$ cat src/rtl/l1d_ld_arb.sv
// l1d_ld_arb -- load-request arbiter in front of the L1D load port.
//
// Arbitrates REQ_N load requesters (index 0 is the replay path) onto one L1D
// load port, tracks which lsu_ids are in flight and steers each final
// response back to the requester that issued that id.
//
// Parameters
//   REQ_N      number of requesters
//   ID_W       lsu_id width (2**ID_W ids)
//   STARVE_LIM wait-cycle threshold for the starvation override
//   PLD_W      payload width, {lsu_id[ID_W], type[6], addr[56], cacheable[1]}
//
// Ports
//   clk, rst             single clock, synchronous active-high reset
//   req_valid_i/req_i    per-requester request; requester r payload at
//                        req_i[r*PLD_W +: PLD_W]
//   req_ready_o          per-requester accept (one-hot or zero)
//   l1d_req_valid_o/l1d_req_o/l1d_req_ready_i   L1D load request channel
//   l1d_resp_valid_i/l1d_resp_id_i              final L1D load response
//   resp_valid_o         one-hot response steering to the owning requester
//   outstanding_cnt_o    registered count of in-flight ids
//
// Handshake: a transfer happens on a rising edge where valid and ready are
// both 1. Once l1d_req_valid_o is raised and not accepted, the grant is locked
// to that requester, which keeps its payload stable; if it drops its valid the
// lock is released and normal arbitration applies in that same cycle.
//
// Build option: define L1D_LD_ARB_STARVE_EN to build per-requester wait
// counters; an unlocked grant then goes to the lowest-index eligible requester
// whose counter has reached STARVE_LIM. Without it arbitration is pure
// round-robin and no counters exist.
module l1d_ld_arb #(
  parameter int REQ_N      = 3,
  parameter int ID_W       = 5,
  parameter int STARVE_LIM = 8,
  localparam int PLD_W     = ID_W + 63
) (
  input  logic                     clk,
  input  logic                     rst,
  input  logic [REQ_N-1:0]         req_valid_i,
  input  logic [REQ_N*PLD_W-1:0]   req_i,
  output logic [REQ_N-1:0]         req_ready_o,
  output logic                     l1d_req_valid_o,
  output logic [PLD_W-1:0]         l1d_req_o,
  input  logic                     l1d_req_ready_i,
  input  logic                     l1d_resp_valid_i,
  input  logic [ID_W-1:0]          l1d_resp_id_i,
  output logic [REQ_N-1:0]         resp_valid_o,
  output logic [ID_W:0]            outstanding_cnt_o
);

  localparam int IDX_W = (REQ_N > 1) ? $clog2(REQ_N) : 1;
  localparam int NID   = 1 << ID_W;

  if (STARVE_LIM < 1) begin : g_bad_cfg
    $error("l1d_ld_arb: STARVE_LIM must be at least 1");
  end

  logic [ID_W-1:0]  req_id [REQ_N];
  logic [REQ_N-1:0] eligible;
  logic [NID-1:0]   inflight_q;
  logic [IDX_W-1:0] owner_q [NID];
  logic [IDX_W-1:0] rr_ptr_q;
  logic             lock_v_q;
  logic [IDX_W-1:0] lock_idx_q;
  logic [ID_W:0]    out_cnt_q;

  logic             grant_v;
  logic [IDX_W-1:0] grant_idx;
  logic [ID_W-1:0]  grant_id;
  logic             accept;
  logic             resp_hit;
  int               cand;

`ifdef L1D_LD_ARB_STARVE_EN
  localparam int CNT_W = $clog2(STARVE_LIM + 1);
  logic [CNT_W-1:0] wait_cnt_q [REQ_N];
`endif

  // An id already in flight must not be issued again until its response.
  always_comb begin
    for (int r = 0; r < REQ_N; r++) begin
      req_id[r]   = req_i[r*PLD_W + PLD_W - ID_W +: ID_W];
      eligible[r] = req_valid_i[r] & ~inflight_q[req_id[r]];
    end
  end

  // Both search loops run from the highest candidate down so the last
  // assignment wins: round-robin first, then the starvation override.
  always_comb begin
    grant_v   = 1'b0;
    grant_idx = '0;
    cand      = 0;
    if (lock_v_q && req_valid_i[lock_idx_q]) begin
      grant_v   = 1'b1;
      grant_idx = lock_idx_q;
    end else begin
      for (int k = REQ_N - 1; k >= 0; k--) begin
        cand = (int'(rr_ptr_q) + k) % REQ_N;
        if (eligible[cand]) begin
          grant_v   = 1'b1;
          grant_idx = IDX_W'(cand);
        end
      end
`ifdef L1D_LD_ARB_STARVE_EN
      for (int r = REQ_N - 1; r >= 0; r--) begin
        if (eligible[r] && wait_cnt_q[r] == CNT_W'(STARVE_LIM)) begin
          grant_v   = 1'b1;
          grant_idx = IDX_W'(r);
        end
      end
`endif
    end
  end

  always_comb begin
    grant_id        = req_id[grant_idx];
    accept          = grant_v & l1d_req_ready_i;
    l1d_req_valid_o = grant_v;
    l1d_req_o       = grant_v ? req_i[int'(grant_idx)*PLD_W +: PLD_W] : '0;
    req_ready_o     = accept ? (REQ_N'(1) << grant_idx) : '0;
    resp_hit        = l1d_resp_valid_i & inflight_q[l1d_resp_id_i];
    resp_valid_o    = resp_hit ? (REQ_N'(1) << owner_q[l1d_resp_id_i]) : '0;
  end

  assign outstanding_cnt_o = out_cnt_q;

  // An accept and a response never hit the same id in one cycle (eligibility
  // uses inflight_q), so the two bit updates below never collide.
  always_ff @(posedge clk) begin
    if (rst) begin
      inflight_q <= '0;
      rr_ptr_q   <= '0;
      lock_v_q   <= 1'b0;
      lock_idx_q <= '0;
      out_cnt_q  <= '0;
      for (int i = 0; i < NID; i++) owner_q[i] <= '0;
    end else begin
      if (resp_hit) inflight_q[l1d_resp_id_i] <= 1'b0;
      if (accept) begin
        inflight_q[grant_id] <= 1'b1;
        owner_q[grant_id]    <= grant_idx;
        rr_ptr_q             <= (grant_idx == IDX_W'(REQ_N - 1)) ? '0 : grant_idx + 1'b1;
      end
      lock_v_q   <= grant_v & ~l1d_req_ready_i;
      lock_idx_q <= grant_idx;
      case ({accept, resp_hit})
        2'b10:   out_cnt_q <= out_cnt_q + 1'b1;
        2'b01:   out_cnt_q <= out_cnt_q - 1'b1;
        default: out_cnt_q <= out_cnt_q;
      endcase
    end
  end

`ifdef L1D_LD_ARB_STARVE_EN
  // Counts cycles a requester was eligible but lost; an ineligible
  // (id-blocked) requester holds its count.
  always_ff @(posedge clk) begin
    if (rst) begin
      for (int r = 0; r < REQ_N; r++) wait_cnt_q[r] <= '0;
    end else begin
      for (int r = 0; r < REQ_N; r++) begin
        if (!req_valid_i[r] || (accept && grant_idx == IDX_W'(r)))
          wait_cnt_q[r] <= '0;
        else if (eligible[r] && wait_cnt_q[r] != CNT_W'(STARVE_LIM))
          wait_cnt_q[r] <= wait_cnt_q[r] + 1'b1;
      end
    end
  end
`endif

endmodule

$ cat config.mk
export PLATFORM = sky130hd
export DESIGN_NAME = l1d_ld_arb
export DESIGN_NICKNAME = d
export VERILOG_FILES = /design/src/rtl/l1d_ld_arb.sv
export SDC_FILE = /design/constraint.sdc
export NUM_CORES = 1
export LEC_CHECK = 0
export BUFFER_PORTS_ARGS = -buffer_cell sky130_fd_sc_hd__buf_2
export CORE_MARGIN = 8
export CORE_UTILIZATION = 51
export CTS_CLUSTER_SIZE = 8
export DETAILED_ROUTE_END_ITERATION = 16
export GPL_TIMING_DRIVEN = 1
export PLACE_DENSITY = 0.92
export SLEW_MARGIN = 30
export SYNTH_ARGS = -nofsm -noshare
export SYNTH_HDL_FRONTEND = slang
export SYNTH_SLANG_ARGS = --single-unit
$ cat constraint.sdc
create_clock -name clk -period 5.64 [get_ports clk]
set_input_delay 0.846 -clock clk [delete_from_list [all_inputs] [get_ports clk]]
set_output_delay 0.846 -clock clk [all_outputs]
set_load 0.02 [all_outputs]
Yosys cells after proc, flatten, opt, wreduce, memory -nomap -nowiden
Memories as Yosys holds them, arrays and structs flattened.
Index checks and enable logic that the tools add are counted.
Operators by class
  add/subtract/negate cells: 5
  $mul: 1
  div/mod/pow operators: 3
  order comparisons: 12
  equality and inequality tests: 3
  shift operators: 3
  muxes and demuxes: 50
  bitwise gates (word level): 14
  reduce and logical (&&, ||, !) cells: 5
Operators with widths (number)
  $shiftx A204 B10 Y68: 1
  $lt A32 B4 Y1 const B: 3
  $mux W32: 3
  $mux W68: 1
  $mod A32 B3 Y32 const B: 2
  $and A32 B32 Y32: 1
  $mod A3 B3 Y32 const B: 1
  $not A32 Y32: 1
  $or A32 B32 Y32: 1
  $lt A5 B6 Y1 const B: 5
  $mux W1: 23
  $bmux W1 S5: 4
  $mux W5: 3
  $mux W2: 6
  $pmux W6 S2: 1
  $bmux W5 S2: 1
  $demux W1 S5: 2
  $ge A5 B1 Y1 const B: 2
  $bmux W1 S2: 4
  $mul A2 B5 Y7 const B: 1
  $add A6 B1 Y6 const B: 1
  $and A1 B1 Y1: 6
  $mux W3: 2
  $shl A1 B2 Y3 const A: 2
  13 further kinds: 19
Word-level totals
  register bits: 43
  RAM bits: 64
  input bits: 216
  output and inout bits: 81
  logic and storage cells: 102
  memories kept: 1
Memory list
  owner_q: words 32, bits a word 2, rd ports 1, clocked after memory_dff 0, wr ports 32, RTL line 62  | logic [IDX_W-1:0] owner_q [NID];

Logic depth before layout (Yosys ltp)
  depth after elaboration: 21
  mapped depth: 20

Worst setup path after synthesis
OpenSTA, ideal clock, no wires.
  path kind: in2reg
  from: in req_i[200]
  to: reg out_cnt_q[4], in the netlist outstanding_cnt_o[4]
  arrival: 4.618 ns
  data required time: 5.508 ns
  path slack: 0.890 ns
  stages: 18
  buffers on the path: 3
  path through: clkbuf_1 -> mux4_2 -> nor2_1 -> o311ai_1 -> o22ai_1 -> o21bai_1 -> a211oi_1 -> nand2b_1 -> clkbuf_1 -> ha_1 -> clkbuf_1 -> xor2_1 -> ha_1 -> a21oi_1 -> o22ai_1 -> a222oi_1 -> or3_1 -> a21oi_1
Between the ends
  word-level cells in the longest chain between the ends: 14
RTL lines
  start: declaration: RTL line 41  | input logic [REQ_N*PLD_W-1:0] req_i,
  $bmux W1 S5 (*): RTL line 84  | eligible[r] = req_valid_i[r] & ~inflight_q[req_id[r]];
  $mux W1 (implied by the code) (*): RTL line 84
  $not A1 Y1 (*): RTL line 84
  $and A1 B1 Y1 (*): RTL line 84
  $bmux W1 S2: RTL line 100  | if (eligible[cand]) begin
  $mux W1 (implied by the code) (2 in series): RTL line 100
  $mux W1 (2 in series): RTL line 100
  $mux W1 (*): RTL line 100
  $mux W1 (*): RTL line 94  | if (lock_v_q && req_valid_i[lock_idx_q]) begin
  $and A1 B1 Y1 (*): RTL line 118  | accept = grant_v & l1d_req_ready_i;
  $eq A2 B1 Y1 or $eq A2 B2 Y1 (tied branches): RTL line 147  | case ({accept, resp_hit})
  $pmux W6 S2 or $reduce_bool A2 Y1 (tied branches)
  end signal: assignment: RTL line 148  | 2'b10: out_cnt_q <= out_cnt_q + 1'b1;
  end signal: assignment: RTL line 149  | 2'b01: out_cnt_q <= out_cnt_q - 1'b1;
  end signal: assignment: RTL line 150  | default: out_cnt_q <= out_cnt_q;
  end: declaration: RTL line 66  | logic [ID_W:0] out_cnt_q;
Mark *: on every way between the ends. The rest lies on a longest branch, timed or not. The select of a mux whose other input is x is not followed.
A chain may end at the register's enable or synchronous reset.

Worst setup path in the final report
  from: in req_i[63]
  to: out l1d_req_o[41]
Between the ends
  word-level cells in the longest chain between the ends: 14
RTL lines
  $bmux W1 S5 (*): RTL line 84
  $mux W1 (implied by the code) (*): RTL line 84
  $not A1 Y1 (*): RTL line 84
  $and A1 B1 Y1 (*): RTL line 84
  $bmux W1 S2: RTL line 100
  $mux W1 (implied by the code) (2 in series): RTL line 100
  $mux W2 (3 in series): RTL line 100
  $mux W2: RTL line 94
  $mul A2 B5 Y7: RTL line 120  | l1d_req_o = grant_v ? req_i[int'(grant_idx)*PLD_W +: PLD_W] : '0;
  $shiftx A204 B10 Y68: RTL line 120
  $mux W68 (*): RTL line 120
  end: declaration: RTL line 44  | output logic [PLD_W-1:0] l1d_req_o,
Marked as above.

==> results by group <==
STA
  – Final setup fails: 0
  – Final Cycle Share: 92.6%
  – Post-route minimum period: 5220 ps
  – Final Skew: 16.6 ps
  – Worst-Margin Slew: 834 ps
  – Worst relative slew slack: 44.4%
  – Final hold vios: 0
  – Unrepaired setup endpoints after global routing: false
  – Max frequency: 0.191 GHz
  – Setup TNS: 0 ps
  – Max Slew Vio Count: 0

Global route
  – Initial antenna violation count: 8
  – Pin count of the biggest net entering global routing: 76
  – Total GRT Usage: 32.8%
  – GRT overflow: 0
  – Vias in the first global route: 8,389
  – First-pass GRT wire length: 49,800 µm

Finish
  – Layout cells sized above 1: 37.9%
  – Post-route cell area: 0.00977 mm²
  – Syn-to-layout area delta: 23.3%
  – Final cell count without fillers: 1,296
  – Multi-input logic area: 0.00473 mm²
  – Nets@finish: 1,319
  – Fill cell total of the finished layout: 1,240
  – Storage cell area: 0.00278 mm²

Floorplanning
  – Row cnt: 45
  – Core area: 0.0152 mm²
  – Initial core utilization: 52.1%
  – Die width: 141 µm
  – Die Y: 141 µm
  – Num ports: 297
  – Total Die Area: 0.0198 mm²

Drt
  – Vias/cell: 6.59
  – Initial DRC Count: 1,394
  – DRC: 0
  – Via count: 8,538
  – WL final: 33,700 µm
  – Antenna viol nets, final: 0
  – Wire per inst: 26.0 µm
  – DRT Pass-1 Iters: 10

Synthesis
  – Register area share after synthesis: 35.1%
  – Post-synth EDFFs: 64
  – Top FF cell, synth: edfxtp_1
  – Synth unique cells: 65
  – Post-synthesis cell count: 859
  – Top-area cell type share of the netlist area: 24.3%
  – Synth Register Bits: 107
  – Yosys warns: 0
  – Avg Inst Size Synth: 9.22 µm²
  – FFs w/ async S/R, synth: 0%
  – Post-Syn Nets: 1,080
  – Post-synth top area cell: edfxtp_1
  – Synthesized cell area: 0.00792 mm²
  – Top post-synthesis cells by area: edfxtp_1 (24%), dfxtp_1 (11%), mux4_2 (10%)

CTS
  – H-tree depth: 3
  – Reg clk slew, reported paths: 60 ps
  – Clock Tree Root: clkbuf_16
  – TritonCTS clock tree: built
  – Clock buffer depth: 2
  – CTS resizes: 0
  – CTS Buf Count: 9
  – CTS sink cnt: 107
  – Clock latency on the worst-skew pair: 350 ps
  – Post-CTS setup buffer count: 0
  – Hold buffer count at CTS: 0

Setup path
  – R2r startpoint: inflight_q[17]
  – R2R Setup Slk: 1350 ps
  – Critical path class: in -> out
  – CP required: 4790 ps
  – Arrival @ worst endpoint: 4380 ps
  – Worst Reg-to-Reg Cells: 10
  – Worst-path fanout max: 24
  – Startpoint types: input port
  – Crit end category: output port
  – Worst reg2reg endpoint: owner_q[24][0]

Hold path
  – HP Start: outstanding_cnt_o[5]
  – Worst Hold End: outstanding_cnt_o[5]
  – WHS Path Cells: 2
  – Hold Path Class: reg -> reg

Run
  – Max_cap viols: 0

Power and ir drop
  – P per Cell Area: 284 mW/mm²
  – Leakage power: 3.96 nW
  – Worst ir drop on vdd: 0.000139 V

Place
  – Placed Cells: 1,275
  – Port bufs: 296
  – DP Area: 0.00946 mm²
  – Final Wtd Congestion: 0.988
  – Post-DP HPWL: 26,200 µm

Outcome
  – Status: finished clean
==> cell type report <==
type	instances	area share, %
sequential	107	28.5
antenna	5	0.128
clock inverter	6	0.666
tap	188	2.41
timing repair buffer	315	17.0
inverter	12	0.461
clock buffer	10	2.34
multi-input combinational	653	48.5
==> layout by cell type, fill, tap and decap left out, drive strengths merged, types with 6 or more instances in the layout <==
| master | n |
|---|---|
| a22oi | 71 |
| mux2 | 8 |
| o21bai | 35 |
| nand2b | 8 |
| mux2i | 18 |
| inv | 13 |
| o21ai | 77 |
| or2 | 6 |
| dfxtp | 43 |
| nor2b | 39 |
| mux4 | 38 |
| nor2 | 40 |
| nand2 | 79 |
| nand3 | 13 |
| a21oi | 73 |
| clkbuf | 10 |
| and3 | 6 |
| or3 | 9 |
| buf | 315 |
| nor3 | 60 |
| edfxtp | 64 |
==> critical path, cell delays in order <==
cell and delay (ps):
buf_2 290, mux4_1 610, mux2i_1 150, o221ai_1 190
a221oi_1 330, nor4_2 90, buf_4 180, or2_4 320
nor2_4 580, buf_12 220, nand2_1 70, a21oi_1 250
buf_2 230
==> worst max-delay path by stage <==
stage          startpoint  depth (start not counted)  slack [ps]                    to
3_3_place_gp    req_i[63]                         13         510         l1d_req_o[41]
2_1_floorplan  req_i[200]                         18         890  outstanding_cnt_o[4]
6_report        req_i[63]                         13         420         l1d_req_o[41]
3_5_place_dp    req_i[63]                         13         470         l1d_req_o[41]
4_1_cts         req_i[63]                         13         460         l1d_req_o[41]
5_1_grt         req_i[63]                         13         270         l1d_req_o[41]
==> routing by layer <==
metal  vias to the layer above  part of all wire [%]  global-route usage (%)
met5                         -                 0.065                       0
met4                         4                   6.2                    18.4
met3                       135                    11                    8.20
met2                       676                    50                    56.1
met1                      3960                    33                    36.9
li1                       3763                     -                       -
==> flip-flops by register name (all words and copies together) (netlist names) <==
name	flops
inflight_q	32
lock_idx_q	2
lock_v_q	1
outstanding_cnt_o	6
owner_q	64
rr_ptr_q	2
==> cell families (layout without fill, tap and decap cells) <==
| group | Yosys count | in the layout | synth area share [%] |
|---|---|---|---|
| AOI/OAI and AO/OA | 299 | 299 | 25.3 |
| xor gates and xnor gates | 5 | 5 | 0.553 |
| adders and majority gates | 6 | 6 | 0.916 |
| buffers and inverters | 99 | 343 | 5.43 |
| DFF | 107 | 107 | 35.1 |
| muxes | 64 | 64 | 14.3 |
| other | 0 | 5 | 0 |
| and+or+nand+nor | 279 | 279 | 18.4 |
==> through the flow <==
step           total power [W]  hold slack (ps)  setup WS [ps]  utilization (%)
2_1_floorplan          0.00170              491            890                -
5_1_grt                0.00289              571            267             64.2
3_3_place_gp           0.00212              498            511             62.2
3_5_place_dp           0.00214              494            468             62.2
6_report               0.00278              513            415             64.2
4_1_cts                0.00276              504            456             64.2
==> where the power goes <==
part	total [W]	internal (W)	switching, W
sequential	0.000889	0.000862	0.0000270
combinational	0.00126	0.000420	0.000838
clock	0.000632	0.000346	0.000286
total	0.00278	0.00163	0.00115
==> cell usage after synthesis, drive strengths merged, types with 2 or more instances <==
cell type	count
nand4b	2
o311a	2
a22oi	71
o221ai	5
nand2	79
ha	5
nand4	4
o21bai	35
clkbuf	63
nor3	60
mux4	38
buf	24
or3	9
edfxtp	64
a22o	3
o21ai	77
or2	6
mux2i	18
a221oi	3
nor2	40
dfxtp	43
xnor2	2
inv	12
nand2b	8
nor2b	39
xor2	3
a21oi	73
mux2	8
o22ai	4
a32oi	4
a211oi	2
and2	5
nor3b	3
and3	6
o311ai	5
o211ai	3
nand3	13
nand3b	2
Power figures use the tool's default switching activity.
